[src/rtl/sr_bank_writer.sv]
// sr_bank_writer: write controller for a bank of WIDTH SR flip-flops.
// It accepts a target word, drives legal per-bit set/reset pulses (never
// S=R=1), and reads the bank back through q_in. On a mismatch it re-drives up
// to MAX_RETRY times. It then reports completion with an error flag and the
// number of re-drives used.
module sr_bank_writer #(
    parameter int WIDTH     = 8,
    parameter int MAX_RETRY = 3,
    parameter int SETTLE    = 1,
    localparam int RW = (MAX_RETRY < 1) ? 1 : $clog2(MAX_RETRY + 1),
    localparam int CW = (SETTLE <= 1) ? 1 : $clog2(SETTLE + 1)
) (
    input  logic             clk,
    input  logic             rst,
    input  logic             req_valid,
    output logic             req_ready,
    input  logic [WIDTH-1:0] req_data,
    output logic [WIDTH-1:0] s_out,
    output logic [WIDTH-1:0] r_out,
    input  logic [WIDTH-1:0] q_in,
    output logic             rsp_valid,
    output logic             rsp_err,
    output logic [RW-1:0]    rsp_retries
);

    typedef enum logic [1:0] {
        IDLE  = 2'd0,
        DRIVE = 2'd1,
        WAIT  = 2'd2,
        RESP  = 2'd3
    } state_t;

    state_t          state;
    logic [WIDTH-1:0] tgt;
    logic [RW-1:0]    retry_cnt;
    logic [CW-1:0]    wait_cnt;

    // Ready is decoded from state and forced low while reset is asserted.
    assign req_ready = rst && (state == IDLE);

    // Controller FSM. All outputs except req_ready are registered here.
    // NOTE: every register in this block uses non-blocking assignments, so
    // each one reads the pre-edge value of every other register.
    always_ff @(posedge clk) begin
        if (!rst) begin
            state       <= IDLE;
            tgt         <= '0;
            retry_cnt   <= '0;
            wait_cnt    <= '0;
            s_out       <= '0;
            r_out       <= '0;
            rsp_valid   <= 1'b0;
            rsp_err     <= 1'b0;
            rsp_retries <= '0;
        end else begin
            // Drive pulses and the response strobe last one cycle unless
            // they are re-armed below.
            s_out     <= '0;
            r_out     <= '0;
            rsp_valid <= 1'b0;

            case (state)
                IDLE: begin
                    if (req_valid) begin
                        tgt       <= req_data;
                        retry_cnt <= '0;
                        // The bank only moves when it is driven, and it is
                        // idle here. So q_in at this edge equals q_in
                        // throughout the DRIVE cycle that follows.
                        s_out     <= req_data & ~q_in;
                        r_out     <= ~req_data & q_in;
                        state     <= DRIVE;
                    end
                end

                DRIVE: begin
                    wait_cnt <= CW'(SETTLE);
                    state    <= WAIT;
                end

                WAIT: begin
                    if (wait_cnt > CW'(1)) begin
                        wait_cnt <= wait_cnt - CW'(1);
                    end else begin
                        wait_cnt <= '0;
                        if (q_in == tgt) begin
                            rsp_valid   <= 1'b1;
                            rsp_err     <= 1'b0;
                            rsp_retries <= retry_cnt;
                            state       <= RESP;
                        end else if (retry_cnt < RW'(MAX_RETRY)) begin
                            // Re-drive only the bits that still differ.
                            // Equal bits are held with s=r=0.
                            retry_cnt <= retry_cnt + RW'(1);
                            s_out     <= tgt & ~q_in;
                            r_out     <= ~tgt & q_in;
                            state     <= DRIVE;
                        end else begin
                            rsp_valid   <= 1'b1;
                            rsp_err     <= 1'b1;
                            rsp_retries <= retry_cnt;
                            state       <= RESP;
                        end
                    end
                end

                RESP: begin
                    state <= IDLE;
                end

                default: begin
                    state <= IDLE;
                end
            endcase
        end
    end

endmodule
[config.mk]
export PLATFORM = sky130hd
export DESIGN_NAME = sr_bank_writer
export DESIGN_NICKNAME = d
export VERILOG_FILES = /design/src/rtl/sr_bank_writer.sv
export SDC_FILE = /design/constraint.sdc
export NUM_CORES = 1
export LEC_CHECK = 0
export ABC_CLOCK_PERIOD_IN_PS = 3600
export BUFFER_PORTS_ARGS = -buffer_cell sky130_fd_sc_hd__clkbuf_2
export CAP_MARGIN = 15
export CORE_UTILIZATION = 55
export DETAILED_ROUTE_END_ITERATION = 16
export GPL_TIMING_DRIVEN = 0
export PLACE_DENSITY = 0.83
export SLEW_MARGIN = 20
export SYNTH_ARGS = -nofsm -noshare
export SYNTH_HDL_FRONTEND = slang
export SYNTH_SLANG_ARGS = --single-unit
[constraint.sdc]
create_clock -name clk -period 3.6 [get_ports clk]
set_input_delay 0.54 -clock clk [delete_from_list [all_inputs] [get_ports clk]]
set_output_delay 0.54 -clock clk [all_outputs]
set_load 0.1 [all_outputs]
==> Word-level counts from Yosys, hierarchy flattened <==
Index checks and enable logic that the tools add are counted.
{ "op_classes": {"add_sub_neg": 2, "multipliers": 0, "div_mod_pow": 0, "magnitude_cmp": 2, "n_eq_ne": 9, "shift": 0, "n_mux": 28, "n_bitwise": 10, "n_reduce_logical": 9} }
{ "ops": {"columns": ["operator", "count"], "rows": [
  ["$mux 8", 8],
  ["$and 8x8->8", 4],
  ["$pmux 8 s2", 2],
  ["$not 8->8", 3],
  ["$mux 2", 10],
  ["$ne 2x2->1 const B", 5],
  ["$eq 8x8->1", 1],
  ["$pmux 2 s4", 1],
  ["$mux 1", 5],
  ["$reduce_and 5->1", 1],
  ["$eq 2x2->1 const B", 2],
  ["$pmux 2 s2", 1],
  ["$reduce_and 2->1", 2],
  ["$reduce_bool 2->1", 2],
  ["$not 1->1", 3],
  ["$reduce_and 3->1", 1],
  ["$reduce_or 3->1", 1],
  ["$add 2x1->2 const B", 1],
  ["$eq 2x1->1 const B", 1],
  ["$logic_not 2->1", 1],
  ["$lt 2x2->1 const B", 1],
  ["$pmux 1 s2", 1],
  ["$gt 1x1->1 const B", 1],
  ["$logic_and 1x1->1", 1],
  ["$sub 1x1->1 const B", 1]
]} }
{ "word_totals": {"ff_bits": 33, "latchBits": 0, "mem_bits_rw": 0, "mem_bits_ro": 0, "wordCells": 69, "mem_count": 0} }

==> Logic depth before layout (Yosys ltp) <==
Gate-level depths: netlist (run 1).
{ "depth": {"word_depth": 6, "ltp_mapped": 7, "mapped_depth_nobuf": 6} }

==> Worst setup path before layout (run 1) <==
Ideal clock, no wire load.
{ "synth_timing": {"path_type": "input port to output port", "start": "input rst", "end": "output req_ready", "t_arrival_ps": 2017, "t_required_ps": 3060, "setup_slack_ps": 1043, "stages": 3, "cell_sequence": "buf_4 nand2b_4 nor2_1"} }
{ "synth_via": {"elab_chain_cells": 1} }
{ "synth_rtl": {"columns": ["item", "line", "text"], "rows": [
  ["from (decl)", "14", "input logic rst,"],
  ["$logic_and 1x1->1", "39", "assign req_ready = rst && (state == IDLE);"],
  ["to (decl)", "16", "output logic req_ready,"]
]} }
Every way passes these cells.

==> Final worst setup path (run 1) <==
{ "layout_timing": {"start": "register state[0]", "end": "output req_ready"} }
{ "layout_via": {"elab_chain_cells": 2} }
{ "layout_rtl": {"columns": ["item", "line", "text"], "rows": [
  ["from (decl)", "33", "state_t state;"],
  ["from (signal assigned)", "46", "state <= IDLE;"],
  ["from (signal assigned)", "72", "state <= DRIVE;"],
  ["from (signal assigned)", "78", "state <= WAIT;"],
  ["$logic_not 2->1", "39", null],
  ["$logic_and 1x1->1", "39", null]
]} }
Every way passes these cells.

==> results of run 1 <==
## worst max-delay path: stages, from the launching register on
cell	delay, ns
dfxtp_1	0.37
nand2b_4	0.19
nor2_1	0.09
clkbuf_2	0.46
## logic make-up (layout without fill, tap and decap cells)
family	count (synthesis)	in the layout
buffers and inverters	30	76
and+or+nand+nor	41	41
adders and majority gates	17	17
AOI/OAI and AO/OA	31	31
DFF	32	32
muxes	2	2
## per-layer routing
metal  vias to the layer above  share of wire, %
met4                         0               2.7
met5                         -                 0
li1                        613                 -
met1                       571                42
met2                        37                50
met3                         6               4.9
## Yosys cell counts, drive strengths merged
master / instances / share of area [%]
o31ai: 1 / 0.50
or3: 1 / 0.42
mux2i: 2 / 1.3
a32o: 16 / 12
o21ai: 1 / 0.33
nor2b: 1 / 0.42
nand4: 2 / 1.3
ha: 17 / 14
nand3: 1 / 0.33
o2111ai: 1 / 0.58
nand2: 23 / 6.3
clkbuf: 1 / 0.25
nor3: 3 / 1.8
and2: 1 / 0.42
nand2b: 3 / 1.9
a31oi: 1 / 0.42
a21oi: 10 / 3.3
buf: 4 / 2.3
o21bai: 1 / 1.3
nor2: 6 / 2.2
dfxtp: 32 / 43
inv: 25 / 6.3
## through the flow
step	cells	instance area, sq um	worst slack [ns]
after floorplan	153	1500	1.04
after global placement	221	1730	1.58
after detailed placement	221	1730	1.56
after CTS	229	1790	1.59
after global routing	229	1790	1.53
final	229	1790	1.62
## state kept, by name, indices dropped and copies added (netlist names)
signal	flops
s_out	8
rsp_err	1
rsp_valid	1
rsp_retries	2
tgt	8
state	2
r_out	8
retry_cnt	2
## path summary, 6_finish.rpt
check	start	slack (ns)	endpoint
max	state[0]	1.62	req_ready
min	req_data[5]	0.45	tgt[5]
max reg2reg	tgt[6]	1.94	s_out[5]
min reg2reg	rsp_retries[1]	0.48	rsp_retries[1]
## cell type report
cell class                      instances  area share (%)
Tap cell                               30            2.10
Inverter                               25            5.26
Clock buffer                            8            3.29
Multi-Input combinational cell         91            40.6
Buffer                                  5            2.17
Sequential cell                        32            35.9
Timing Repair Buffer                   38            10.7
## cell usage in the layout, fill, tap and decap left out, types with 2 or more instances in the layout
cell      instances
mux2i_1           2
nor3_1            2
a32o_2           10
a32o_1            6
buf_6             2
a21oi_1          10
ha_1             17
nand2_1          22
dfxtp_1          32
inv_1            25
clkbuf_2         38
clkbuf_4          5
clkbuf_1          3
nor2_1            4
## power by group
part / switching, mW / internal (mW) / leakage (nW)
registers: 0.00830 / 0.367 / 0.260
clock network: 0.119 / 0.0963 / 0.0326
logic: 0.0968 / 0.0383 / 0.628
total: 0.224 / 0.501 / 0.921
==> impl_results.md, run 1 <==
* Status: finished, final reports clean
* Syn-to-layout area delta at 19.1%
* Library cells used by synthesis at 32
* Total track usage at 23.8%
* Crit path capture type: primary output
* Multi-input logic area at 726 sq um
* Post-synthesis adder-cell area fraction at 14.2%
* Hold depth at 3
* Vias at 1227
* Main combinational cell family by area after synthesis: compound AO/OA/AOI/OAI gates
* Hold slack at 0.449 ns
* PwrDens at 406 nW/um^2
* CTS root buf: clkbuf_4
* Critical path arrival at 1.44 ns
* Post-CTS Setup Inserts at 0
* Avg WL per Cell at 13.3 um
* Met1 Track Usage GR at 25.2%
* RSZ-0062 raised after global routing: false
* Layout cells sized above 1 at 33.2%
* Synth Register Bits at 32
* R2r worst-path depth at 6
* IO Count at 40
* TritonRoute pass-1 iters at 4
* Starting Density at 59.4%
* Mapped Cells at 153
* Mux contribution to synthesized area at 1.34%
* Min-delay worst type: in2reg
* # H-tree levels at 2
* Setup CP Type: reg2out
* Vias per cell at 5.36
* Clk Latency, worst-skew pair at 0.34 ns
* Simple-gate share of the synthesized area at 14.9%
* Final hold viol count at 0
* Slew Limit Fails at 0
* Layout Nets at 234
* Vias in the first global route at 1125
* Die Y at 54.2 um
* TNS Setup at 0 ns
* Setup Viol. Count Final at 0
* Yosys Warn Count at 0
* CTS Buf Count at 5
* Max transition margin at 63.8%
* Power Total at 0.725 mW
* Syn_nets at 189
* DRT iter0 DRCs at 27
* Die area at 2940 sq um
* Clock-pin slew on the worst setup and hold paths at 0.09 ns
* HPWL Detailed at 2290 um
* Final Cycle Share at 55.1%
* Fill cell total of the finished layout at 205
* Maximum clock insertion buffer count at 2
* RD Place Congestion at 0.806
* Crit-path max FO at 6
* Post-route DRC at 0
* Initial antenna violation count at 0
* Final core occ at 70.8%
* GRT Max-Usage Layer: met2
* Leakage power at 0.921 nW
* Mean post-synth cell area at 9.80 sq um
* Core area at 2520 sq um
* Clock sink total at 32
* FF/Latch Area at 641 sq um
* Met3 Usage GRT at 8.76%
* Die X at 54.2 um
* Antenna viol nets, final at 0
* Max-cap viol count at 0
* Largest net degree at the start of global routing at 11
* Post-synthesis compound-gate area fraction at 17.9%
* Met2 usage at 40.2%
* # resized after CTS at 0
* Type of origin of the critical path: flip-flop
* Crit path required time at 3.06 ns
* Ant diodes at 0
* Clock skew at 0.00505 ns
* CTS tree: done
* Slew @ Worst Pin at 0.546 ns
* Site Rows at 18
* Mapped Area at 1500 sq um
* Seq/Total Area, Yosys at 42.7%
* PortBufs at 38
* Post-route minimum period at 1.98 ns
* Max Fclk at 505 MHz
* Post-Synth XOR/XNOR Area at 0%
* Routed WL at 3040 um
* First-pass GRT wire length at 4690 um
* Worst vdd ir at 0.000403 V
* Grt total ovfl at 0
* Post-CTS Hold Buffers at 0
Note: power is estimated with default switching activity, not from simulation.
==> inputs of run 2 (changes only) <==
Settings changed: ABC_CLOCK_PERIOD_IN_PS 3600 to 1600, CORE_UTILIZATION 55 to 46, PLACE_DENSITY 0.83 to 0.74.
Clock period 3.6 ns to 1.6 ns, I/O delays scaled along.
==> impl_results.md, run 2 (same netlist as run 1, synthesis figures left out) <==
* Status: finished, final reports clean
* FF/Latch Area at 644 sq um
* Final hold viol count at 0
* Starting Density at 48.7%
* Final Cycle Share at 97.0%
* Die area at 3490 sq um
* Crit-path max FO at 5
* IO Count at 40
* Multi-input logic area at 749 sq um
* Fill cell total of the finished layout at 279
* Layout cells sized above 1 at 38.8%
* Power Total at 1.86 mW
* Layout Nets at 241
* Dpl cell area at 1750 sq um
* RD Place Congestion at 0.785
* CTS root buf: clkbuf_4
* Crit path capture type: flip-flop
* Ant diodes at 0
* Final core occ at 62.4%
* TritonRoute pass-1 iters at 5
* Largest regs: r_out x8, s_out x8, tgt x8
* Worst vdd ir at 0.000719 V
* TNS Setup at 0 ns
* Post-Layout Cell Count at 250
* Vias at 1267
* Crit path required time at 1.83 ns
* Max transition margin at 64.0%
* Clock skew at 0.00858 ns
* Setup CP Type: reg2reg
* Slew Limit Fails at 0
* Setup Viol. Count Final at 0
* HPWL Detailed at 2320 um
* Leakage power at 0.977 nW
* Hold slack at 0.148 ns
* CTS tree: done
* Post-route minimum period at 1.55 ns
* Initial antenna violation count at 0
* Clock-pin slew on the worst setup and hold paths at 0.10 ns
* Post-route setup slack at 0.0486 ns
* Critical path arrival at 1.78 ns
* Placed cell count at 235
* Syn-to-layout area delta at 28.2%
* Grt total ovfl at 0
* Core area at 3080 sq um
* Post-route DRC at 0
* Final Cell Area at 1920 sq um
* DRT iter0 DRCs at 43
* Clk Latency, worst-skew pair at 0.34 ns
* Post-CTS Hold Buffers at 0
* PortBufs at 38
* Max-cap viol count at 0
* Die X at 59.1 um
* PwrDens at 965 nW/um^2
* Type of origin of the critical path: flip-flop
* Commonest cells after routing, fill and taps aside: clkbuf_2, dfxtp_1, inv_1, nand2_1, ha_1
* First-pass GRT wire length at 5080 um
* CTS Buf Count at 5
* Total track usage at 20.0%
* Vias in the first global route at 1221
* RSZ-0062 raised after global routing: true
* Vias per cell at 5.07
* Routed WL at 3160 um
* Avg WL per Cell at 12.6 um
* # H-tree levels at 2
* Reg2reg setup slack at 0.05 ns
* Min-delay worst type: in2reg
* Slew @ Worst Pin at 0.543 ns
* Max Fclk at 645 MHz
* Commonest non-fill, non-tap cell in the layout: clkbuf_2
* Maximum clock insertion buffer count at 2
* Antenna viol nets, final at 0
* Largest net degree at the start of global routing at 11
* Clock sink total at 32
* Pre-CTS setup slack at -0.152 ns
* Site Rows at 20
* Die Y at 59.1 um
[run 2: changes by cell type in the layout (fill, tap and decap cells not counted), moves of 2 or more]
cell and delta:
buf_4 +7, dfxtp_1 -3, clkbuf_1 -2, dfxtp_2 +3
[run 2: per-layer routing]
layer | vias up | share of wire (%) | GRT usage, %
met2 | 45 | 54 | 36.9
li1 | 626 | - | -
met5 | - | 0 | 0
met3 | 7 | 6.0 | 6.11
met1 | 589 | 38 | 20.3
met4 | 0 | 2.0 | 10.2
[run 2: cell type report]
| cell class | instances | share of cell area, % |
|---|---|---|
| flip-flops and latches | 32 | 33.5 |
| inverters | 25 | 4.88 |
| clock buffers | 7 | 3.39 |
| repair buffers | 45 | 12.8 |
| plain buffers | 5 | 2.02 |
| multi-input cells | 91 | 39.0 |
| well taps | 44 | 2.86 |
| clock inverters | 1 | 1.56 |
[run 2: repair_timing]
| item | 4_1_cts | 5_1_grt |
|---|---|---|
| cloned | 0 | 1 |
| buffers inserted | 2 | 4 |
| pin swaps | 1 | 3 |
| setup endpoints to repair | 11 | 16 |
| resized for setup | 1 | 6 |
[run 2: critical path, stage by stage, from the launching register on]
cell      delay, ns
dfxtp_1        0.33
ha_1           0.27
nand4_1        0.16
o21bai_4       0.24
nor3_4         0.08
buf_4          0.16
a32o_2         0.21
[run 2: path summary, 6_finish.rpt]
check             depth (start not counted)           start              to
hold reg to reg                           2  rsp_retries[0]  rsp_retries[0]
hold / removal                            3     req_data[7]          tgt[7]
setup / recovery                          6          tgt[2]        s_out[6]
setup reg to reg                          6          tgt[2]        s_out[6]
[run 2: power by group]
group          switching [mW]  internal (mW)  leakage (nW)
sequential             0.0188          0.826         0.261
clock                   0.274          0.415        0.0515
combinational           0.224         0.0976         0.664
total                   0.517           1.34         0.977
==> inputs of run 3 (changes only) <==
Settings changed: CORE_MARGIN set to 2, PLACE_DENSITY 0.74 to 0.75.
==> impl_results.md, run 3 (same netlist as run 1, synthesis figures left out) <==
* Met3 routed WL at 212 um
* DRT iter0 DRCs at 47
* Die area at 3730 sq um
* Initial antenna violation count at 0
* Net Sw Frac at 31.6%
* Post-route minimum period at 1.56 ns
* Commonest cells after routing, fill and taps aside: clkbuf_2, dfxtp_1, inv_1, nand2_1, ha_1
* CTS tree: done
* Crit-path max FO at 5
* TritonRoute pass-1 iters at 4
* Clock-pin slew on the worst setup and hold paths at 0.11 ns
* Type of origin of the critical path: flip-flop
* CTS Buf Count at 5
* Min-delay worst type: in2reg
* Vias in the first global route at 1173
* Post-Layout Cell Count at 248
* Starting Density at 48.7%
* Die X at 61.1 um
* Multi-input logic area at 741 sq um
* Site Rows at 20
* Worst vdd ir at 0.000604 V
* Setup CP Type: reg2reg
* M1 wire length at 1260 um
* # H-tree levels at 2
* HPWL Detailed at 2280 um
* Commonest non-fill, non-tap cell in the layout: clkbuf_2
* Sw power at 0.522 mW
* WL met2 at 1610 um
* Die Y at 61.1 um
* Status: finished, final reports clean
* Grt total ovfl at 0
* Critical path arrival at 1.79 ns
* Post-CTS Hold Buffers at 0
* Part of the power in registers at 51.2%
* Avg WL per Cell at 12.6 um
* Clock skew at 0.0125 ns
* Crit path capture type: flip-flop
* Slew @ Worst Pin at 0.542 ns
* Top Metal Used: met4
* First-pass GRT wire length at 5220 um
* Maximum clock insertion buffer count at 2
* Leakage power at 0.960 nW
* Layout cells sized above 1 at 38.7%
* Final Cycle Share at 97.3%
* Placed cell count at 235
* Clock sink total at 32
* Vias per cell at 5.01
* Final hold viol count at 0
* RSZ-0062 raised after global routing: true
* Core area at 3080 sq um
* Fill cell total of the finished layout at 275
* Clk Latency, worst-skew pair at 0.34 ns
* Post-route DRC at 0
* IO Count at 40
* Slew Limit Fails at 0
* Routed WL at 3130 um
* Max-cap viol count at 0
* P_int at 1.13 mW
* Power Total at 1.65 mW
* Crit path required time at 1.84 ns
* CP top delay family: compound AO/OA/AOI/OAI gates
* Layout Nets at 239
* Largest net degree at the start of global routing at 11
* CP bufs+invs at 1
* Cell Chain, Critical Path: ha_1 -> nand4_2 -> o21bai_4 -> nor3_4 -> buf_6 -> a32o_2
* CTS root buf: clkbuf_4
* Clk network pwr share at 29.7%
* CP peak stage delay at 0.35 ns
* Vias at 1243
* Total track usage at 19.5%
* PortBufs at 38
* PwrDens at 880 nW/um^2
* Slowest CP cell: dfxtp_1
* RD Place Congestion at 0.791
* Antenna viol nets, final at 0
* Max Fclk at 642 MHz
* Setup Viol. Count Final at 0
* FF/Latch Area at 646 sq um
* Syn-to-layout area delta at 25.2%
* Largest regs: r_out x8, s_out x8, tgt x8
* Ant diodes at 0
* Max transition margin at 64.0%
* Combinational group share of total power at 19.1%
==> run 3: worst paths after layout <==
path	end	cells past startpoint	slack, ns	start
max	r_out[0]	6	0.04	tgt[0]
min	tgt[2]	3	0.14	req_data[2]
max reg2reg	r_out[0]	6	0.04	tgt[0]
min reg2reg	tgt[1]	2	0.47	tgt[1]
==> run 3: per-layer routing <==
metal  global-route usage, %  vias up
met5                       0        -
li1                        -      619
met2                    34.0       40
met1                    21.7      578
met3                    7.35        6
met4                    6.52        0
==> run 3: layout make-up <==
type,count,share of cell area [%]
multi-input combinational,91,39.5
sequential,32,34.4
timing repair buffer,43,12.9
inverter,25,5.00
tap,44,2.93
clock buffer,6,2.73
buffer,5,2.07
clock inverter,2,0.533
==> run 3: what timing repair did <==
action | 4_1_cts | 5_1_grt
setup endpoints to repair | 11 | 17
gates cloned | 0 | 1
pin swaps | 2 | 5
gates resized for setup | 1 | 10
setup buffers | 4 | 0
==> run 3: worst register-to-register path, stage by stage, from the launching register on <==
cell and delay [ns]:
dfxtp_1 0.35, ha_1 0.29, nand4_2 0.14, o21bai_4 0.24, nor3_4 0.08, buf_6 0.13
a32o_2 0.22
==> run 3: through the flow <==
stage / setup TNS [ns] / setup slack, ns / util [%] / area, sq um / hold WS (ns)
6_report: 0 / 0.0434 / 61.0 / 1880 / 0.138
5_1_grt: -0.0732 / -0.0185 / 61.0 / 1880 / 0.123
4_1_cts: 0 / 0.00963 / 59.8 / 1840 / 0.130
3_5_place_dp: -1.33 / -0.144 / 56.7 / 1750 / 0.468
3_3_place_gp: -1.15 / -0.119 / 56.7 / 1750 / 0.449
2_1_floorplan: 0 / 0.0603 / - / 1500 / 0.363
==> run 3: power groups by stage <==
stage	clock network [mW]	registers (mW)	logic (mW)
2_1_floorplan	0	0.947	0.138
3_3_place_gp	0	0.860	0.295
3_5_place_dp	0	0.862	0.305
4_1_cts	0.506	0.844	0.308
5_1_grt	0.556	0.852	0.342
6_report	0.491	0.846	0.315
